File: config.mk
export PLATFORM = sky130hd
export DESIGN_NAME = dmem_arbiter
export DESIGN_NICKNAME = d
export VERILOG_FILES = /design/src/rtl/dmem_pkg.sv /design/src/rtl/dmem_arbiter_rr_arb2.sv /design/src/rtl/dmem_arbiter.sv
export SDC_FILE = /design/constraint.sdc
export NUM_CORES = 1
export LEC_CHECK = 0
export ABC_CLOCK_PERIOD_IN_PS = 1700
export BUFFER_PORTS_ARGS = -buffer_cell sky130_fd_sc_hd__buf_2
export CORE_AREA = 2 2 113 115
export DETAILED_ROUTE_END_ITERATION = 8
export DIE_AREA = 0 0 115 117
export PLACE_DENSITY = 0.41
export SLEW_MARGIN = 10
export SYNTH_ARGS = -nofsm -noshare
export SYNTH_HDL_FRONTEND = slang
export SYNTH_SLANG_ARGS = --single-unit
File: constraint.sdc
create_clock -name clk -period 1.7 [get_ports clk]
set_input_delay 0.085 -clock clk [delete_from_list [all_inputs] [get_ports clk]]
set_output_delay 0.085 -clock clk [all_outputs]
set_load 0.01 [all_outputs]
File: src/rtl/dmem_pkg.sv
// Shared constants for the data-RAM arbiter: port identities and arbitration modes.
package dmem_pkg;

  localparam logic OWNER_CPU = 1'b0;
  localparam logic OWNER_DBG = 1'b1;

  localparam int PRIO_RR    = 0;
  localparam int PRIO_FIXED = 1;

endpackage

File: src/rtl/dmem_arbiter_rr_arb2.sv
// Two-way combinational pick. On a tie the port that did not win last time is chosen,
// unless force1 hands the tie to port 1 outright.
module rr_arb2
  import dmem_pkg::*;
(
  input  logic [1:0] req,
  input  logic       last_owner,
  input  logic       force1,
  output logic [1:0] gnt
);

  always_comb begin
    gnt = 2'b00;
    unique case (req)
      2'b01:   gnt = 2'b01;
      2'b10:   gnt = 2'b10;
      2'b11: begin
        if (force1 || (last_owner == OWNER_CPU)) gnt = 2'b10;
        else                                     gnt = 2'b01;
      end
      default: gnt = 2'b00;
    endcase
  end

endmodule

File: src/rtl/dmem_arbiter.sv
// Arbitrates the CPU load/store port and the debug/loader port onto one single-port
// data RAM; read data is steered back to the issuing port one cycle after the grant.
module dmem_arbiter
  import dmem_pkg::*;
#(
  parameter int AW        = 10,
  parameter int PRIO_MODE = PRIO_RR,
  parameter int MAX_WAIT  = 8
) (
  input  logic          clk,
  input  logic          rst,
  input  logic          p0_req,
  input  logic          p0_we,
  input  logic [31:0]   p0_addr,
  input  logic [31:0]   p0_wdata,
  input  logic [3:0]    p0_wstrb,
  output logic          p0_gnt,
  output logic          p0_rvalid,
  output logic [31:0]   p0_rdata,
  input  logic          p1_req,
  input  logic          p1_we,
  input  logic [31:0]   p1_addr,
  input  logic [31:0]   p1_wdata,
  input  logic [3:0]    p1_wstrb,
  output logic          p1_gnt,
  output logic          p1_rvalid,
  output logic [31:0]   p1_rdata,
  output logic          mem_en,
  output logic [3:0]    mem_we,
  output logic [AW-1:0] mem_addr,
  output logic [31:0]   mem_wdata,
  input  logic [31:0]   mem_rdata
);

  localparam int WCW = $clog2(MAX_WAIT + 1);

  logic           last_owner;
  logic           rd_pending;
  logic           rd_owner;
  logic [WCW-1:0] wait_cnt;

  logic       arb_last;
  logic       force1;
  logic [1:0] arb_gnt;
  logic [1:0] gnt;
  logic       win_we;

  // Fixed priority reuses the round-robin pick by pinning the history to port 1,
  // which makes port 0 the tie winner; force1 is the anti-starvation override.
  assign arb_last = (PRIO_MODE == PRIO_FIXED) ? OWNER_DBG : last_owner;
  assign force1   = (PRIO_MODE == PRIO_FIXED) && (wait_cnt == WCW'(MAX_WAIT));

  rr_arb2 u_pick (
    .req        ({p1_req, p0_req}),
    .last_owner (arb_last),
    .force1     (force1),
    .gnt        (arb_gnt)
  );

  assign gnt    = rst ? 2'b00 : arb_gnt;
  assign p0_gnt = gnt[0];
  assign p1_gnt = gnt[1];
  assign win_we = gnt[1] ? p1_we : p0_we;

  always_comb begin
    mem_en    = |gnt;
    mem_we    = 4'h0;
    mem_addr  = '0;
    mem_wdata = '0;
    if (gnt[1]) begin
      mem_we    = p1_we ? p1_wstrb : 4'h0;
      mem_addr  = p1_addr[AW+1:2];
      mem_wdata = p1_wdata;
    end else if (gnt[0]) begin
      mem_we    = p0_we ? p0_wstrb : 4'h0;
      mem_addr  = p0_addr[AW+1:2];
      mem_wdata = p0_wdata;
    end
  end

  always_ff @(posedge clk) begin
    if (rst) begin
      last_owner <= OWNER_DBG;
      wait_cnt   <= '0;
      rd_pending <= 1'b0;
      rd_owner   <= OWNER_CPU;
    end else begin
      if (|gnt) last_owner <= gnt[1];
      rd_pending <= (|gnt) && !win_we;
      if ((|gnt) && !win_we) rd_owner <= gnt[1];
      if (!p1_req || gnt[1])             wait_cnt <= '0;
      else if (wait_cnt != WCW'(MAX_WAIT)) wait_cnt <= wait_cnt + 1'b1;
    end
  end

  // Masking with rst drops a read that was granted just before reset.
  assign p0_rvalid = rd_pending && (rd_owner == OWNER_CPU) && !rst;
  assign p1_rvalid = rd_pending && (rd_owner == OWNER_DBG) && !rst;
  assign p0_rdata  = p0_rvalid ? mem_rdata : 32'h0;
  assign p1_rdata  = p1_rvalid ? mem_rdata : 32'h0;

  // Byte-offset and out-of-range address bits carry no meaning for a word RAM.
  logic unused_addr_bits;
  assign unused_addr_bits = ^{p0_addr[31:AW+2], p0_addr[1:0], p1_addr[31:AW+2], p1_addr[1:0]};

endmodule
==> results of run 1 <==
[per-layer routing]
layer	part of all wire (%)	global-route usage, %
met1	36	7.143
met2	54	14.82
met3	9.1	1.390
met4	0.40	1.928
met5	0	0
[flip-flops by register name, indices dropped and copies added (netlist names)]
register	cells
rd_owner	1
arb_last	1
rd_pending	1
[through the flow]
step           hold slack [ns]  utilization (%)  total power, W  worst slack, ns  instances
2_1_floorplan           0.1901                -       0.0002832           0.4913        147
3_3_place_gp            0.3767            20.13       0.0005554           0.2909        531
3_5_place_dp            0.3759            20.13       0.0005601           0.2744        531
4_1_cts                 0.1525            20.77       0.0009413          0.03801        535
5_1_grt                 0.1787            21.11        0.001006          0.01862        538
6_report                0.1602            21.11       0.0009384          0.08758        538
[kinds of logic after synthesis]
logic type / count (synthesis) / synth area share, %
AOI/OAI and AO/OA: 51 / 40.84
and+or+nand+nor: 76 / 44.78
DFF: 3 / 5.569
buffers and inverters: 17 / 8.817
[cells in the final DEF, fill, tap and decap left out]
master     instances
a21oi_4            1
a22o_1            42
a2bb2oi_1          1
a31oi_1            1
a32o_1             4
and2_1            64
and3_1             1
buf_12             2
buf_2            244
buf_4              5
clkbuf_1           1
clkbuf_16          4
dfxtp_1            2
dfxtp_2            1
inv_1              2
nand2_1            2
nand2b_1           1
nor2_1             2
nor2b_1            2
nor3b_1            1
nor3b_2            1
nor3b_4            1
nor4b_1            1
o21a_1             1
o21ai_0            1
[critical path, stage by stage (launching register included)]
cell and delay [ns]:
dfxtp_2 0.33, nor2b_1 0.23, nor3b_4 0.08, buf_4 0.15, buf_12 0.15, a22o_1 0.21, buf_2 0.14
[final cells by class]
cell class / instances / area share [%]
clock buffers: 4 / 3.033
repair buffers: 252 / 50.94
flip-flops and latches: 3 / 2.359
inverters: 2 / 0.2889
multi-input cells: 127 / 36.16
well taps: 150 / 7.222
[repair_timing]
action,CTS,global route
endpoints found under the setup margin,0,4
hold endpoints to repair,0,0
gates resized for setup,0,1
setup buffers,0,2
[power groups by stage]
stage               clock network [W]  logic, W  registers [W]
finish                       0.000373  0.000485      0.0000805
floorplan                           0  0.000204      0.0000789
detailed placement                  0  0.000479      0.0000811
CTS                          0.000381  0.000481      0.0000800
global route                 0.000391  0.000534      0.0000810
global placement                    0  0.000475      0.0000806
[worst max path at each step]
stage | start | end | slack, ns
6_report | arb_last | mem_addr[1] | 0.09
5_1_grt | arb_last | mem_addr[1] | 0.02
4_1_cts | arb_last | mem_addr[1] | 0.04
3_5_place_dp | arb_last | mem_addr[1] | 0.27
3_3_place_gp | arb_last | mem_we[2] | 0.29
2_1_floorplan | arb_last | mem_wdata[23] | 0.49
==> out/results.ini, run 1 <==
[setup_path]
r2r_slack_ns=0.70
arrival_ns=1.53
reg2reg_from=arb_last
cp.required_ns=1.62
cp-start-kind=flop
endpoint_kind=output pin
cp_max_fo=22
rr_endpoint=rd_owner
path_class=reg2out
worst-r2r-cell-count=4

[floorplan]
die_x_microns=115
num_rows=41
initial_core_util_pct=8.760
die_h_microns=117
core_area_sq_um=12310
dieArea_sq_um=13460
pin_count=289

[power_and_ir_drop]
ir_drop_mv=0.2100
powerDensity_nw_per_um2=361.1
internal_power_w=0.0006500
combPwrFrac_pct=51.7
power_leakage_nw=1.645
clkPwrFrac_pct=39.7
switchingPower_w=0.0002884
p_sw_share_pct=30.73
power_frac_seq_pct=8.6

[status]
outcome=finished, final reports clean

[global_routing]
overflow=0
grt_pass1_vias=1679
grt_max_degree=48
antenna_found_initial=0
grt_usage_pct=7.142
grt_pass1_wl_microns=7652

[timing]
finalHoldViolCount=0
finalClockSkew_ns=0.001425
clock.fmax_ghz=0.6202
slew-limit-headroom_pct=78.70
finalMaxSlewViolations=0
worst_slew_pin_slew_ns=0.3151
setup_violations=0
finalSetupTns_ns=0
min_period_ns=1.612
final.period_utilization_pct=94.85
rsz0062_at_grt=false

[clocking]
clk_latency_ns=0.22
cts.hold.buffers_added=0
cts_root_buf=clkbuf_16
cts_num_sinks=3
cts_buffers=3
cts.clk_slew.worst_paths_ns=0.03
clockBufferDepth=2
tritoncts=done
ctsHtreeMaxLevel=1

[yosys]
synth_top_area_cell=and2_1
synth_ff_type=dfxtp_1
ys_async_sr_fraction_pct=0
synth_seq_cells=3
yosysWarnings=0
netlist_instances=147
synth_cell_types=21
syn_nets=321
synth.most_common_cell=and2_1
syn_area_sq_um=1079
ys_top_cells_by_count=and2_1 (64), a22o_1 (42), buf_2 (7)
syn_avg_cell_area_sq_um=7.337
synth_edf_count=0
yosys-top-cells-area=and2_1 (37%), a22o_1 (34%), dfxtp_1 (5.6%)
seq_area_frac_synth_pct=5.568
synth_top_area_share_pct=37.12

[hold_path]
whs_endpoint=arb_last
worstHoldStart=p1_req
hp-class=in2reg
hold_depth=3

[final_layout]
num-fill-cells=1381
regArea_sq_um=61.31
layout-area-overhead-vs-synth_pct=141.0
fin_nets=563
antenna_cells=0
multi_input_area_sq_um=939.7
layout-drive-gt1-share_pct=66.75
stdcell_area_sq_um=2599

[placed_design]
numPortBuffers=244
postPlaceCellArea_sq_um=2479
place_hpwl_microns=5186
gp_congestion=0.6847

[detailed_routing]
drt_pre_antenna_iters=4
vias_per_cell=3.864
drc=0
ant_nets=0
vias=2079
detail_route.iter0.violations=25
wl_microns=6239
detail_route.wl_per_cell_microns=11.60

[flow_run]
drv_cap=0

(Power assumes the default switching activity.)
==> inputs of run 2 (changes only) <==
--- a/config.mk
+++ b/config.mk
@@ -5,12 +5,13 @@
 export SDC_FILE = /design/constraint.sdc
 export NUM_CORES = 1
 export LEC_CHECK = 0
+export ABC_AREA = 1
 export ABC_CLOCK_PERIOD_IN_PS = 1700
 export BUFFER_PORTS_ARGS = -buffer_cell sky130_fd_sc_hd__buf_2
 export CORE_AREA = 2 2 113 115
 export DETAILED_ROUTE_END_ITERATION = 8
 export DIE_AREA = 0 0 115 117
-export PLACE_DENSITY = 0.41
+export PLACE_DENSITY = 0.43
 export SLEW_MARGIN = 10
 export SYNTH_ARGS = -nofsm -noshare
 export SYNTH_HDL_FRONTEND = slang
==> out/results.ini, run 2 <==
[status]
outcome=finished, final reports clean  ; unchanged

[timing]
worst_slew_pin_slew_ns=0.2843  ; was 0.3151 ns
rsz0062_at_grt=false  ; unchanged
finalClockSkew_ns=0.0003432  ; was 0.001425 ns
clock.fmax_ghz=0.6991  ; was 0.6202 GHz
finalHoldViolCount=0  ; unchanged
final.period_utilization_pct=84.14  ; was 94.85%
finalSetupTns_ns=0  ; unchanged
setup_slack_ns=0.2695  ; was 0.08758 ns
slew-limit-headroom_pct=81.04  ; was 78.70%
finalMaxSlewViolations=0  ; unchanged
setup_violations=0  ; unchanged
min_period_ns=1.430  ; was 1.612 ns

[placed_design]
numPortBuffers=244  ; unchanged
gp_congestion=0.6914  ; was 0.6847
place_ws_ns=0.4787  ; was 0.2744 ns
place_hpwl_microns=5434  ; was 5186 microns

[setup_path]
cp-start-kind=flop  ; unchanged
crit_path_max_incr_delay_ns=0.30  ; was 0.33 ns
crit_chain=nand2_1 -> nand3_2 -> inv_2 -> buf_12 -> nand3_1 -> nand2_1 -> buf_2  ; was nor2b_1 -> nor3b_4 -> buf_4 -> buf_12 -> a22o_1 -> buf_2
path_class=reg2out  ; unchanged
worst-path-buf-inv=3  ; unchanged
cp.required_ns=1.62  ; about the same
crit_start=arb_last  ; unchanged
path_common_cell=nand2_1
crit_path_top_delay_cell=dfxtp_1  ; was dfxtp_2
arrival_ns=1.35  ; was 1.53 ns
endpoint_kind=output pin  ; unchanged
reg2reg_from=arb_last  ; unchanged
critPathTopFamily=buffers and inverters  ; unchanged
cp_max_fo=47  ; was 22

[yosys]
synth_ff_type=dfxtp_1  ; unchanged
synth_seq_cells=3  ; unchanged
yosys-top-cells-area=nand2_1 (31%), nor2_1 (19%), nand2_2 (15%)  ; was and2_1 (37%), a22o_1 (34%), dfxtp_1 (5.6%)
synth_top_area_share_pct=30.87  ; was 37.12%
syn_avg_cell_area_sq_um=4.669  ; was 7.337 sq um
syn_area_sq_um=1289  ; was 1079 sq um
syn_nets=450  ; was 321
seq_area_frac_synth_pct=4.660  ; was 5.568%
synth_edf_count=0  ; unchanged
synth_cell_types=15  ; was 21
ys_async_sr_fraction_pct=0  ; unchanged
synth_top_area_cell=nand2_1  ; was and2_1
synth.most_common_cell=nand2_1  ; was and2_1
ys_top_cells_by_count=nand2_1 (106), nor2_1 (65), inv_1 (37)  ; was and2_1 (64), a22o_1 (42), buf_2 (7)
yosysWarnings=0  ; unchanged
netlist_instances=276  ; was 147

[flow_run]
drv_cap=0  ; unchanged

[floorplan]
core_area_sq_um=12310  ; unchanged
num_rows=41  ; unchanged
die_x_microns=115  ; unchanged
pin_count=289  ; unchanged
initial_core_util_pct=10.47  ; was 8.760%
die_h_microns=117  ; unchanged
dieArea_sq_um=13460  ; unchanged

[global_routing]
grt_usage_pct=8.246  ; was 7.142%
grt_max_degree=48  ; unchanged
antenna_found_initial=3  ; was 0
overflow=0  ; unchanged
grt_pass1_wl_microns=9018  ; was 7652 microns
grt_pass1_vias=2109  ; was 1679

[power_and_ir_drop]
total_power_w=0.0009511  ; was 0.0009384 W
powerDensity_nw_per_um2=353.2  ; was 361.1 nW/um^2
power_leakage_nw=2.015  ; was 1.645 nW
ir_drop_mv=0.2335  ; was 0.2100 mV

[clocking]
cts.hold.buffers_added=0  ; unchanged
cts_buffers=3  ; unchanged
cts_num_sinks=3  ; unchanged
cts_root_buf=clkbuf_16  ; unchanged
ctsHtreeMaxLevel=1  ; unchanged
tritoncts=done  ; unchanged
clockBufferDepth=2  ; unchanged
post_cts_resized=0  ; unchanged
post_cts_buffers=0  ; unchanged
cts.clk_slew.worst_paths_ns=0.03  ; about the same
clk_latency_ns=0.22  ; about the same

[final_layout]
regArea_sq_um=60.06  ; was 61.31 sq um
mostFrequentLayoutCells=buf_2 (244), nand2_1 (106), nor2_1 (65)  ; was buf_2 (244), and2_1 (64), a22o_1 (42)
layout-area-overhead-vs-synth_pct=108.9  ; was 141.0%
fin_nets=689  ; was 563
layout-drive-gt1-share_pct=56.03  ; was 66.75%
multi_input_area_sq_um=922.1  ; was 939.7 sq um
num-fill-cells=1440  ; was 1381
final_common_cell=buf_2  ; unchanged

[detailed_routing]
drt_pre_antenna_iters=4  ; unchanged
ant_nets=0  ; unchanged
wl_microns=6300  ; was 6239 microns
detail_route.wl_per_cell_microns=9.474  ; was 11.60 microns
vias=2440  ; was 2079
detail_route.iter0.violations=44  ; was 25
drc=0  ; unchanged
vias_per_cell=3.669  ; was 3.864

[hold_path]
hp-class=in2reg  ; unchanged
worstHoldStart=p0_req  ; was p1_req

==> run 2: changes by cell type after synthesis, moves of 5 or more <==
cell      change
a22o_1       -42
and2_1       -64
clkbuf_1      -5
inv_1        +35
nand2_1     +104
nand2_2      +30
nand3_1      +11
nor2_1       +63
==> run 2: power by group <==
part / internal [W] / leakage (nW) / switching (W)
logic: 0.000233 / 1.95 / 0.000269
clock network: 0.000309 / 0.0382 / 0.0000619
registers: 0.0000761 / 0.0249 / 0.00000192
==> run 2: area by class of cell <==
cell class                 instances  share of cell area [%]
timing repair buffer             250                   47.96
multi-input combinational        217                   34.25
tap                              150                   6.970
inverter                          40                   5.576
clock buffer                       4                   2.928
sequential                         3                   2.230
antenna                            1                 0.09294
==> run 2: layer usage <==
layer	track usage (%)	up-vias	routed length (microns)
li1	-	1266	-
met1	8.256	1025	2298
met2	17.14	147	3304
met3	1.751	2	656
met4	1.928	0	41
met5	0	-	0
==> run 2: kinds of logic after synthesis <==
kind of cell / synth area share (%)
simple gates: 70.39
compound gates: 1.165
flops: 4.660
buf+inv: 23.79
==> run 2: final timing paths <==
path              cells after the start   endpoint  slack [ns]
setup / recovery                      7  mem_we[0]        0.27
hold / removal                        2   arb_last        0.13
setup reg to reg                      4   rd_owner        0.84
hold reg to reg                       2   arb_last        0.50
==> run 2: metrics by stage <==
step / instances / utilization, % / hold WS [ns] / cell area (sq um)
floorplan: 276 / - / 0.2141 / 1289
global placement: 660 / 21.21 / 0.3429 / 2611
detailed placement: 660 / 21.21 / 0.3638 / 2611
CTS: 664 / 21.85 / 0.1227 / 2690
global route: 665 / 21.87 / 0.1539 / 2693
finish: 665 / 21.87 / 0.1307 / 2693
==> inputs of run 3 (changes only) <==
--- a/config.mk
+++ b/config.mk
@@ -6,12 +6,12 @@
 export NUM_CORES = 1
 export LEC_CHECK = 0
 export ABC_AREA = 1
-export ABC_CLOCK_PERIOD_IN_PS = 1700
+export ABC_CLOCK_PERIOD_IN_PS = 1200
 export BUFFER_PORTS_ARGS = -buffer_cell sky130_fd_sc_hd__buf_2
-export CORE_AREA = 2 2 113 115
+export CORE_AREA = 2 2 112 114
 export DETAILED_ROUTE_END_ITERATION = 8
-export DIE_AREA = 0 0 115 117
-export PLACE_DENSITY = 0.43
+export DIE_AREA = 0 0 114 116
+export PLACE_DENSITY = 0.45
 export SLEW_MARGIN = 10
 export SYNTH_ARGS = -nofsm -noshare
 export SYNTH_HDL_FRONTEND = slang
==> constraint.sdc (replaced) <==
create_clock -name clk -period 1.2 [get_ports clk]
set_input_delay 0.06 -clock clk [delete_from_list [all_inputs] [get_ports clk]]
set_output_delay 0.06 -clock clk [all_outputs]
set_load 0.01 [all_outputs]
==> out/results.ini, run 3 (synthesized netlist as in run 2, its figures left out) <==
[floorplan]
initial_core_util_pct=10.82  ; was 10.47%
core_area_sq_um=11910  ; was 12310 sq um
die_x_microns=114  ; was 115 microns
die_h_microns=116  ; was 117 microns
dieArea_sq_um=13220  ; was 13460 sq um
num_rows=40  ; was 41
pin_count=289  ; unchanged

[detailed_routing]
vias=2606  ; was 2440
ant_nets=0  ; unchanged
drc=0  ; unchanged
drt_pre_antenna_iters=4  ; unchanged
wl_microns=7945  ; was 6300 microns
detail_route.wl_per_cell_microns=11.67  ; was 9.474 microns
detail_route.iter0.violations=47  ; was 44
vias_per_cell=3.827  ; was 3.669

[power_and_ir_drop]
ir_drop_mv=0.3244  ; was 0.2335 mV
total_power_w=0.001555  ; was 0.0009511 W
power_leakage_nw=2.252  ; was 2.015 nW
powerDensity_nw_per_um2=450.4  ; was 353.2 nW/um^2

[global_routing]
grt_pass1_wl_microns=9542  ; was 9018 microns
overflow=0  ; unchanged
grt_usage_pct=9.096  ; was 8.246%
antenna_found_initial=1  ; was 3
grt_pass1_vias=2176  ; was 2109
grt_max_degree=40  ; was 48

[final_layout]
mostFrequentLayoutCells=buf_2 (221), nand2_1 (83), nand2_2 (52)  ; was buf_2 (244), nand2_1 (106), nor2_1 (65)
fin_nets=708  ; was 689
final_common_cell=buf_2  ; unchanged
layout-drive-gt1-share_pct=67.92  ; was 56.03%
num-fill-cells=1286  ; was 1440
stdcell_area_sq_um=3452  ; was 2693 sq um
regArea_sq_um=63.81  ; was 60.06 sq um
layout-area-overhead-vs-synth_pct=167.9  ; was 108.9%
fin_cells=681  ; was 665
multi_input_area_sq_um=1157  ; was 922.1 sq um

[placed_design]
place_hpwl_microns=5218  ; was 5434 microns
postPlaceCellArea_sq_um=2655  ; was 2611 sq um
place_inst=660  ; unchanged
gp_congestion=0.7188  ; was 0.6914
numPortBuffers=244  ; unchanged

[clocking]
cts.clk_slew.worst_paths_ns=0.03  ; about the same
cts_root_buf=clkbuf_16  ; unchanged
clk_latency_ns=0.22  ; about the same
cts_num_sinks=3  ; unchanged
cts_buffers=3  ; unchanged
tritoncts=done  ; unchanged
ctsHtreeMaxLevel=1  ; unchanged
clockBufferDepth=2  ; unchanged

[timing]
worst_slew_pin_slew_ns=0.1565  ; was 0.2843 ns
finalHoldViolCount=0  ; unchanged
final.period_utilization_pct=117.3
hold_ws_ns=0.1267  ; was 0.1307 ns
finalClockSkew_ns=0.0002860  ; was 0.0003432 ns
rsz0062_at_grt=true  ; was false
slew-limit-headroom_pct=89.55  ; was 81.04%
setup_violations=101  ; was 0
clock.fmax_ghz=0.7103
min_period_ns=1.408
finalMaxSlewViolations=0  ; unchanged
setup_slack_ns=-0.2078  ; was 0.2695 ns

[setup_path]
path_class=reg2out  ; unchanged
cp-start-kind=flop  ; unchanged
cp_max_fo=8  ; was 47
crit_path_max_incr_delay_ns=0.31  ; was 0.30 ns
arrival_ns=1.35  ; about the same
crit_chain=inv_2 -> nor2_4 -> nand2_4 -> bufbuf_16 -> nor2_1 -> buf_2  ; was nand2_1 -> nand3_2 -> inv_2 -> buf_12 -> nand3_1 -> nand2_1 -> buf_2
endpoint_kind=output pin  ; unchanged
crit_path_top_delay_cell=dfxtp_2  ; was dfxtp_1
cp.required_ns=1.14  ; was 1.62 ns

[hold_path]
hp-class=in2reg  ; unchanged

[status]
outcome=finished with violations  ; was finished, final reports clean
violations=negative setup slack

[flow_run]
drv_cap=0  ; unchanged

==> run 3: cell types whose count changed in the layout (fill, tap and decap cells not counted), sizes merged <==
cell,previous run,this run
clkbuf,4,7
clkinv,0,2
bufbuf,0,2
buf,250,263
inv,40,39
==> run 3: routing by layer <==
layer  global-route usage (%)  vias to the layer above  part of all wire, %
li1                         -                     1311                    -
met1                    8.550                     1118                   35
met2                    19.92                      168                   55
met3                    1.517                        9                  8.5
met4                    2.114                        0                 0.94
met5                        0                        -                    0
==> run 3: final cells by class <==
cell class                      count  area share, %
Antenna cell                        1        0.07249
Multi-Input combinational cell    217          33.53
Timing Repair Buffer              268          51.83
Inverter                           40          4.857
Tap cell                          147          5.328
Timing Repair inverter              1         0.2537
Sequential cell                     3          1.848
Clock buffer                        4          2.283
==> run 3: critical path, delay by kind of cell, from the launching register on <==
family        cells  cell delay, ns
simple gates      3            0.33
buf+inv           3            0.48
flops             1            0.31
==> run 3: through the flow <==
stage / TNS, ns / setup slack (ns) / util [%]
after floorplan: 0 / 0.2232 / -
after global placement: 0 / 0.04747 / 22.29
after detailed placement: 0 / 0.04127 / 22.29
after CTS: -12.00 / -0.1577 / 25.53
after global routing: -19.85 / -0.2699 / 28.96
final: -11.58 / -0.2078 / 28.98
==> run 3: worst paths after layout <==
path,endpoint,slack (ns),start,cells after the start
max reg2reg,rd_owner,-0.01,arb_last,6
min,arb_last,0.13,p0_req,2
max,p1_rdata[1],-0.21,rd_owner,6
min reg2reg,arb_last,0.50,arb_last,2
==> run 3: report_power, final <==
part	switching (W)	internal, W
registers	0.00000569	0.000109
logic	0.000466	0.000440
clock network	0.0000952	0.000439
==> run 3: timing repair <==
action	4_1_cts	5_1_grt
buffers inserted	5	1
hold endpoints to repair	0	0
endpoints found under the setup margin	84	114
resized for setup	35	84
pin swaps	1	5
hold buffers	0	0
cloned	6	6
